File: src/rtl/dds_sweep_ctrl.sv
// Frequency-sweep sequencer feeding a DDS core: latches a sweep configuration on
// start and steps the frequency word in single, sawtooth-repeat or triangle mode.
module dds_sweep_ctrl #(
  parameter int PW = 32,
  parameter int CW = 16,
  parameter int TW = 16
) (
  input  logic          clk,
  input  logic          rst,
  input  logic          start,
  input  logic          stop,
  input  logic          abort,
  input  logic [PW-1:0] cfg_fstart,
  input  logic [PW-1:0] cfg_fstep,
  input  logic [CW-1:0] cfg_nsteps,
  input  logic [TW-1:0] cfg_dwell,
  input  logic [1:0]    cfg_mode,
  input  logic [PW-1:0] cfg_phase,
  output logic [PW-1:0] freq,
  output logic [PW-1:0] phase,
  output logic          en,
  output logic          busy,
  output logic          done,
  output logic [15:0]   seg_cnt
);

  typedef enum logic {IDLE, RUN} state_t;
  state_t state, state_n;

  logic [PW-1:0] fstart, fstep, fstart_n, fstep_n, freq_n, phase_n;
  logic [CW-1:0] nsteps, nsteps_n, idx, idx_n;
  logic [TW-1:0] dwell, dwell_n, dcnt, dcnt_n, dwell_last;
  logic [1:0]    mode, mode_n;
  logic          dir_up, dir_up_n, stop_seen, stop_seen_n;
  logic          en_n, busy_n, done_n;
  logic [15:0]   seg_cnt_n;
  logic          single_mode;

  // dwell of 0 behaves like 1: every cycle is a step event
  assign dwell_last  = (dwell == '0) ? '0 : dwell - TW'(1);
  assign single_mode = (mode == 2'd0) || (mode == 2'd3);

  always_comb begin
    state_n     = state;
    fstart_n    = fstart;
    fstep_n     = fstep;
    nsteps_n    = nsteps;
    dwell_n     = dwell;
    mode_n      = mode;
    freq_n      = freq;
    phase_n     = phase;
    idx_n       = idx;
    dcnt_n      = dcnt;
    dir_up_n    = dir_up;
    stop_seen_n = stop_seen;
    en_n        = en;
    busy_n      = busy;
    done_n      = 1'b0;
    seg_cnt_n   = seg_cnt;
    case (state)
      IDLE: if (start) begin
        fstart_n    = cfg_fstart;
        fstep_n     = cfg_fstep;
        nsteps_n    = cfg_nsteps;
        dwell_n     = cfg_dwell;
        mode_n      = cfg_mode;
        freq_n      = cfg_fstart;
        phase_n     = cfg_phase;
        idx_n       = '0;
        dcnt_n      = '0;
        dir_up_n    = 1'b1;
        stop_seen_n = 1'b0;
        seg_cnt_n   = '0;
        en_n        = 1'b1;
        busy_n      = 1'b1;
        state_n     = RUN;
      end
      RUN: if (abort) begin
        en_n    = 1'b0;
        busy_n  = 1'b0;
        done_n  = 1'b1;
        state_n = IDLE;
      end else begin
        stop_seen_n = stop_seen | stop;
        if (dcnt != dwell_last) begin
          dcnt_n = dcnt + TW'(1);
        end else begin
          dcnt_n = '0;
          if (idx < nsteps) begin
            freq_n = dir_up ? freq + fstep : freq - fstep;
            idx_n  = idx + CW'(1);
          end else begin
            seg_cnt_n = seg_cnt + 16'd1;
            if (single_mode || stop_seen || stop) begin
              en_n    = 1'b0;
              busy_n  = 1'b0;
              done_n  = 1'b1;
              state_n = IDLE;
            end else if (mode == 2'd1) begin
              freq_n = fstart;
              idx_n  = '0;
            end else begin
              // triangle: turn around and take the first step of the new leg now,
              // so the peak/trough value is not held for an extra dwell
              dir_up_n = ~dir_up;
              if (nsteps != '0) begin
                freq_n = dir_up ? freq - fstep : freq + fstep;
                idx_n  = CW'(1);
              end else begin
                idx_n  = '0;
              end
            end
          end
        end
      end
      default: state_n = IDLE;
    endcase
  end

  always_ff @(posedge clk or negedge rst) begin
    if (!rst) begin
      state     <= IDLE;
      fstart    <= '0;
      fstep     <= '0;
      nsteps    <= '0;
      dwell     <= '0;
      mode      <= '0;
      freq      <= '0;
      phase     <= '0;
      idx       <= '0;
      dcnt      <= '0;
      dir_up    <= 1'b1;
      stop_seen <= 1'b0;
      en        <= 1'b0;
      busy      <= 1'b0;
      done      <= 1'b0;
      seg_cnt   <= '0;
    end else begin
      state     <= state_n;
      fstart    <= fstart_n;
      fstep     <= fstep_n;
      nsteps    <= nsteps_n;
      dwell     <= dwell_n;
      mode      <= mode_n;
      freq      <= freq_n;
      phase     <= phase_n;
      idx       <= idx_n;
      dcnt      <= dcnt_n;
      dir_up    <= dir_up_n;
      stop_seen <= stop_seen_n;
      en        <= en_n;
      busy      <= busy_n;
      done      <= done_n;
      seg_cnt   <= seg_cnt_n;
    end
  end

endmodule

File: config.mk
export PLATFORM = sky130hd
export DESIGN_NAME = dds_sweep_ctrl
export DESIGN_NICKNAME = d
export VERILOG_FILES = /design/src/rtl/dds_sweep_ctrl.sv
export SDC_FILE = /design/constraint.sdc
export NUM_CORES = 1
export LEC_CHECK = 0
export BUFFER_PORTS_ARGS = -buffer_cell sky130_fd_sc_hd__buf_2
export CAP_MARGIN = 20
export CORE_MARGIN = 5
export CORE_UTILIZATION = 45
export DETAILED_ROUTE_END_ITERATION = 12
export PLACE_DENSITY = 0.75
export SETUP_SLACK_MARGIN = 0.15
export SKIP_LAST_GASP = 1
export SYNTH_ARGS = -nofsm -noshare
export SYNTH_HDL_FRONTEND = slang
export SYNTH_SLANG_ARGS = --single-unit
File: constraint.sdc
create_clock -name clk -period 6.77 [get_ports clk]
set_input_delay 1.354 -clock clk [delete_from_list [all_inputs] [get_ports clk]]
set_output_delay 1.354 -clock clk [all_outputs]
set_load 0.01 [all_outputs]
==> results.sh, run 1 <==
export IMPL_synth_edf_count=0
export IMPL_ys_seq_elements=215
export IMPL_cts_resized=0
export IMPL_min_to="fstart[12]$_DFFE_PN0P_"
export IMPL_ir_drop_mv=0.2301
export IMPL_tightest_slew_ns=1.064
export IMPL_routed_wirelength_um=45320
export IMPL_initialDrtViolationCount=1201
export IMPL_synth_simple_area_share=0.2312
export IMPL_p_leak_nw=7.993
export IMPL_setup_viol=0
export IMPL_synthMuxAreaShare=0.01919
export IMPL_finalCritPeriodShare=0.6524
export IMPL_grtUsageMet3=0.03248
export IMPL_grt_usage=0.2394
export IMPL_drv_cap=0
export IMPL_finalSetupTns_ns=0
export IMPL_routedWlPerCell_um=18.45
export IMPL_clock_skew_ns=0.01701
export IMPL_grt_pass1_wl_um=71330
export IMPL_remaining_drc_errors=0
export IMPL_die_x_um=190.2
export IMPL_rsz0062_at_grt="false"
export IMPL_place_congestion=0.9522
export IMPL_synth_seq_area_share=0.3685
export IMPL_holdCritStartpoint="fstart[12]$_DFFE_PN0P_"
export IMPL_cts_sinks=215
export IMPL_synth_nets=2059
export IMPL_fin_crit_ns=4.417
export IMPL_fin_nets=2214
export IMPL_synth_xor_area_frac=0.05098
export IMPL_min_path_cells=2
export IMPL_path_class="reg -> reg"
export IMPL_crit_path_max_fanout=37
export IMPL_syn_area_um2=14600
export IMPL_vias=14048
export IMPL_gr_usage_met1=0.3377
export IMPL_numCtsBuffers=26
export IMPL_r2r_start="dwell[0]$_DFFE_PN0P_"
export IMPL_syn_area_per_cell_um2=7.937
export IMPL_drv_slew=0
export IMPL_status="finished clean"
export IMPL_postCtsSetupRepairBufs=0
export IMPL_grt_pass1_vias=13350
export IMPL_synth_top_family_by_area="simple AND/OR/NAND/NOR gates"
export IMPL_drt_pass1_iter_count=6
export IMPL_required_ns=7.20
export IMPL_max_freq_mhz=226.4
export IMPL_finalPower_w=0.006918
export IMPL_cts_hold_buf=0
export IMPL_end_kind="flop"
export IMPL_htree_num_levels=1
export IMPL_synthArstFlopShare=1.000
export IMPL_start_kind="flop"
export IMPL_start_util=0.4523
export IMPL_synth_main_ff_cell="dfrtp_1"
export IMPL_rr_worst_depth=12
export IMPL_grt_ovfl_total=0
export IMPL_register_area_um2=5381
export IMPL_grt_busiest_layer="met2"
export IMPL_fill_cells=3087
export IMPL_worstReg2RegEnd="freq[19]$_DFFE_PN0P_"
export IMPL_clk_pin_slew_ns=0.06
export IMPL_postSynthCellCount=1840
export IMPL_vias_per_cell=5.720
export IMPL_post_dp_cell_area_um2=15930
export IMPL_dp_hpwl_um=32430
export IMPL_final_core_util=0.5220
export IMPL_cts_buffer_depth=3
export IMPL_port_buffers=217
export IMPL_grt_max_degree=107
export IMPL_antenna_found_initial=1
export IMPL_synth_cell_types=80
export IMPL_fin_area_um2=16850
export IMPL_yosys_warnings=0
export IMPL_cts_root_buf="clkbuf_16"
export IMPL_core_um2=32290
export IMPL_synthAdderAreaFrac=0.07300
export IMPL_rrSetupSlack_ns=2.35
export IMPL_multi_input_area_um2=8398
export IMPL_use_met2=0.3931
export IMPL_dieArea_um2=36160
export IMPL_synth_compound_area_frac=0.1996
export IMPL_tritoncts="done"
export IMPL_pin_count=218
export IMPL_die_y_um=190.2
export IMPL_hp_class="reg -> reg"
export IMPL_area_growth_pct=15.41
export IMPL_clk_latency_ns=0.55
export IMPL_antenna_left=0
export IMPL_hold_viol_final=0
export IMPL_crit_arrival_ns=4.84
export IMPL_relSlewSlack=0.2907
export IMPL_cellPowerDensity_nw_per_um2=410.5
export IMPL_drive_gt1_frac=0.1520
export IMPL_num_rows=66
placed cells by master (no fill, tap or decap), drive strengths merged, types with 18 or more instances in the layout:
master	n
dfrtp	214
a21oi	110
inv	101
nor2	130
nor3	27
ha	82
nor4	23
o31ai	27
nor2b	19
nand3	46
xnor2	61
buf	232
nand2	413
nand4	19
a211oi	18
xor2	24
and3	21
o21ai	156
clkbuf	37
stage by stage:
stage / hold slack (ns) / setup slack, ns / cells
floorplan: 0.4379 / 3.502 / 1840
global placement: 0.4513 / 2.532 / 2409
detailed placement: 0.4577 / 2.394 / 2409
CTS: 0.4721 / 2.378 / 2455
global route: 0.4829 / 1.929 / 2456
finish: 0.4655 / 2.353 / 2456
kinds of logic after synthesis:
logic type,after synthesis
AOI/OAI and AO/OA,463
xor gates and xnor gates,85
adders and majority gates,84
buffers and inverters,208
DFF,215
muxes,26
and+or+nand+nor,759
flip-flops by register name (all words and copies together), names as in the netlist, 16 cells and up:
signal and flops:
fstart 32, freq 32, nsteps 16, dcnt 16, idx 16, dwell 16, phase 32, fstep 32
seg_cnt 16
cells in the mapped netlist, types with 11 or more instances:
library cell	n	share of area
nand2_1	413	0.11
dfrtp_1	214	0.37
o21ai_0	151	0.052
nor2_1	128	0.033
a21oi_1	109	0.037
inv_1	101	0.026
clkbuf_1	83	0.021
ha_1	82	0.070
xnor2_1	61	0.037
nand3_1	45	0.015
o31ai_1	27	0.014
nor3_1	25	0.0086
xor2_1	24	0.014
nor4_1	23	0.0099
and3_1	21	0.0090
nand4_1	19	0.0081
nor2b_1	19	0.0081
a211oi_1	18	0.0093
mux2_2	16	0.012
a21o_1	13	0.0067
nand2b_1	13	0.0056
or3_1	13	0.0056
o211ai_1	12	0.0062
a221oi_1	11	0.0066
metal layers:
metal / vias to the layer above / part of all wire
met4: 0 / 0.023
li1: 6712 / -
met3: 76 / 0.073
met1: 6752 / 0.44
met2: 508 / 0.47
met5: - / 0
worst max-delay path: stages, from the launching register on:
cell and delay [ns]:
dfrtp_1 0.41, inv_1 0.10, ha_1 0.20, or4b_1 0.70, nor4_1 0.75, a22oi_1 0.19
o2111ai_1 0.11, a2111oi_0 0.12, o211a_1 0.19, and2_1 0.21, a21oi_4 0.40, buf_4 0.50
mux2_2 0.40
report_power, final:
part	internal, W	leakage (nW)	switching (W)
sequential	0.00155	2.70	0.000259
clock	0.000933	0.451	0.000575
combinational	0.00140	4.84	0.00220
total	0.00389	7.99	0.00303
how the worst max path moves through the flow:
stage                         start                       to  slack [ns]
2_1_floorplan  dwell[0]$_DFFE_PN0P_  seg_cnt[10]$_DFFE_PN0P_        3.50
3_3_place_gp   dwell[0]$_DFFE_PN0P_     freq[21]$_DFFE_PN0P_        2.53
3_5_place_dp   dwell[0]$_DFFE_PN0P_       idx[5]$_DFFE_PN0P_        2.39
4_1_cts        dwell[0]$_DFFE_PN0P_       idx[5]$_DFFE_PN0P_        2.38
5_1_grt        dwell[0]$_DFFE_PN0P_       idx[5]$_DFFE_PN0P_        1.93
6_report       dwell[0]$_DFFE_PN0P_     freq[19]$_DFFE_PN0P_        2.35
layout make-up:
type / count / area share
Tap cell: 442 / 0.03281
Clock inverter: 9 / 0.009650
Multi-Input combinational cell: 1417 / 0.4983
Clock buffer: 37 / 0.04521
Sequential cell: 215 / 0.3193
Inverter: 103 / 0.02294
Antenna cell: 1 / 0.0001485
Timing Repair Buffer: 232 / 0.07171
No activity file was read; power rests on OpenSTA's default activity.
==> inputs of run 2 (changes only) <==
- ABC_AREA: not set -> 1
- clock period: 6.77 -> 4.44 ns (I/O delays scaled with it)
==> results.sh, run 2 <==
export IMPL_hp_class="in -> async"
export IMPL_hold_viol_final=0
export IMPL_drt_pass1_iter_count=6
export IMPL_fill_cells=3631
export IMPL_fin_nets=2895
export IMPL_htree_num_levels=1
export IMPL_remaining_drc_errors=0
export IMPL_synth_nets=2731
export IMPL_p_leak_nw=9.859
export IMPL_cellPowerDensity_nw_per_um2=625.1
export IMPL_stdcell_count=3152
export IMPL_yosys_warnings=0
export IMPL_synth_cell_types=50
export IMPL_antenna_left=0
export IMPL_yosys_top_cells_count="nand2_1, inv_1, nand3_1"
export IMPL_postSynthCellCount=2512
export IMPL_drive_gt1_frac=0.1104
export IMPL_tritoncts="done"
export IMPL_clk_latency_ns=0.57
export IMPL_grt_usage=0.2676
export IMPL_area_growth_pct=13.90
export IMPL_num_rows=69
export IMPL_finalSetupTns_ns=0
export IMPL_finalPower_w=0.01153
export IMPL_fin_area_um2=18440
export IMPL_tightest_slew_ns=1.099
export IMPL_n_antenna_cell=0
export IMPL_ir_drop_mv=0.4461
export IMPL_final_common_cell="nand2_1"
export IMPL_cts_sinks=215
export IMPL_grt_pass1_vias=16148
export IMPL_start_kind="flop"
export IMPL_synth_main_ff_cell="dfrtp_1"
export IMPL_synth_seq_area_share=0.3325
export IMPL_grt_max_degree=179
export IMPL_ys_seq_elements=215
export IMPL_die_y_um=199.7
export IMPL_synth_top_area_share=0.3308
export IMPL_clock_skew_ns=0.01995
export IMPL_cts_hold_buf=0
export IMPL_rsz0062_at_grt="false"
export IMPL_crit_arrival_ns=3.81
export IMPL_grt_pass1_wl_um=86030
export IMPL_dp_hpwl_um=41000
export IMPL_routedWlPerCell_um=17.29
export IMPL_cts_root_buf="clkbuf_16"
export IMPL_drv_cap=0
export IMPL_dieArea_um2=39860
export IMPL_antenna_found_initial=0
export IMPL_clk_pin_slew_ns=0.07
export IMPL_initialDrtViolationCount=1443
export IMPL_syn_area_per_cell_um2=6.444
export IMPL_drv_slew=0
export IMPL_end_kind="flop"
export IMPL_max_freq_mhz=301.4
export IMPL_final_cell_mix="nand2_1, inv_1, nand3_1"
export IMPL_vias=16807
export IMPL_port_buffers=217
export IMPL_core_um2=35570
export IMPL_synth_area_leaders="dfrtp_1, nand2_1, inv_1, nand3_1, ha_1"
export IMPL_syn_area_um2=16190
export IMPL_status="finished clean"
export IMPL_grt_ovfl_total=0
export IMPL_start_util=0.4551
export IMPL_crit_path_max_fanout=32
export IMPL_die_x_um=199.7
export IMPL_setup_viol=0
export IMPL_synth_edf_count=0
export IMPL_required_ns=4.94
export IMPL_relSlewSlack=0.2625
export IMPL_yosysTopAreaCell="dfrtp_1"
export IMPL_vias_per_cell=5.332
export IMPL_cts_resized=0
export IMPL_place_congestion=0.9686
export IMPL_synthArstFlopShare=1.000
export IMPL_numCtsBuffers=26
export IMPL_synth_most_common_cell="nand2_1"
export IMPL_routed_wirelength_um=54490
export IMPL_fin_crit_ns=3.317
export IMPL_finalCritPeriodShare=0.7471
export IMPL_post_dp_cell_area_um2=17580
export IMPL_postCtsSetupRepairBufs=0
export IMPL_pin_count=218
export IMPL_multi_input_area_um2=9219
export IMPL_cts_buffer_depth=3
export IMPL_dp_cells=3109
export IMPL_register_area_um2=5381
export IMPL_path_class="reg -> reg"
[run 2: changes by cell type after synthesis, sizes merged, moves of 30 or more]
cell / previous run / this run
a21oi: 110 / 80
nor2: 130 / 204
xnor2: 61 / 1
nand2: 413 / 931
nand3: 46 / 223
inv: 101 / 311
[run 2: layout make-up]
type,count,area share
clock inverters,6,0.006651
flip-flops and latches,215,0.2919
well taps,461,0.03129
clock buffers,37,0.03970
repair buffers,232,0.06692
multi-input cells,1889,0.5000
inverters,312,0.06352
[run 2: critical path: stages (launching register included)]
cell and delay, ns:
dfrtp_1 0.36, inv_1 0.19, ha_1 0.28, nand2_2 0.13, nor2_1 0.35, nand3_1 0.18, nand4_1 0.14, nand2_1 0.06
inv_1 0.04, nand2_1 0.04, nor2_1 0.17, nand3_4 0.15, nand2_4 0.15, nand3_4 0.20, nor2_8 0.57, nand2_1 0.13
nand2_1 0.10
[run 2: routing by layer]
layer / global-route usage / vias to the layer above / share of wire
met1: 0.3772 / 7724 / 0.44
li1: - / 8297 / -
met4: 0.09057 / 0 / 0.038
met3: 0.03237 / 110 / 0.075
met2: 0.4285 / 676 / 0.45
met5: 0 / - / 0
[run 2: worst paths after layout]
path / depth (start not counted) / endpoint / start / slack, ns
worst min register to register: 2 / phase[3]$_DFFE_PN0P_ / phase[3]$_DFFE_PN0P_ / 0.47
min in group clk: 2 / phase[3]$_DFFE_PN0P_ / phase[3]$_DFFE_PN0P_ / 0.47
worst max-delay path: 16 / freq[19]$_DFFE_PN0P_ / dwell[0]$_DFFE_PN0P_ / 1.12
worst min-delay path: 1 / fstart[14]$_DFFE_PN0P_ / rst / 0.31
max in group asynchronous: 2 / state$_DFF_PN0_ / rst / 3.09
worst max register to register: 16 / freq[19]$_DFFE_PN0P_ / dwell[0]$_DFFE_PN0P_ / 1.12
[run 2: stage by stage]
stage               hold WS, ns  setup WS [ns]  utilization
detailed placement       0.4538          1.179       0.4943
global route             0.3507         0.8145       0.5183
global placement         0.4484          1.296       0.4943
CTS                      0.3043          1.166       0.5183
finish                   0.3051          1.123       0.5183
floorplan                0.4416          2.076            -
[run 2: cell families (layout without fill, tap and decap cells)]
logic type / after synthesis / in the layout / share of synthesized area
buffers and inverters: 408 / 587 / 0.09879
xor gates and xnor gates: 47 / 47 / 0.02543
adders and majority gates: 84 / 84 / 0.06586
AOI/OAI and AO/OA: 300 / 300 / 0.1010
muxes: 2 / 2 / 0.001237
and+or+nand+nor: 1456 / 1456 / 0.3752
DFF: 215 / 215 / 0.3325
[run 2: power breakdown]
group | internal, W | switching (W) | total, W
combinational | 0.00206 | 0.00450 | 0.00656
sequential | 0.00237 | 0.000386 | 0.00276
clock | 0.00131 | 0.000893 | 0.00220
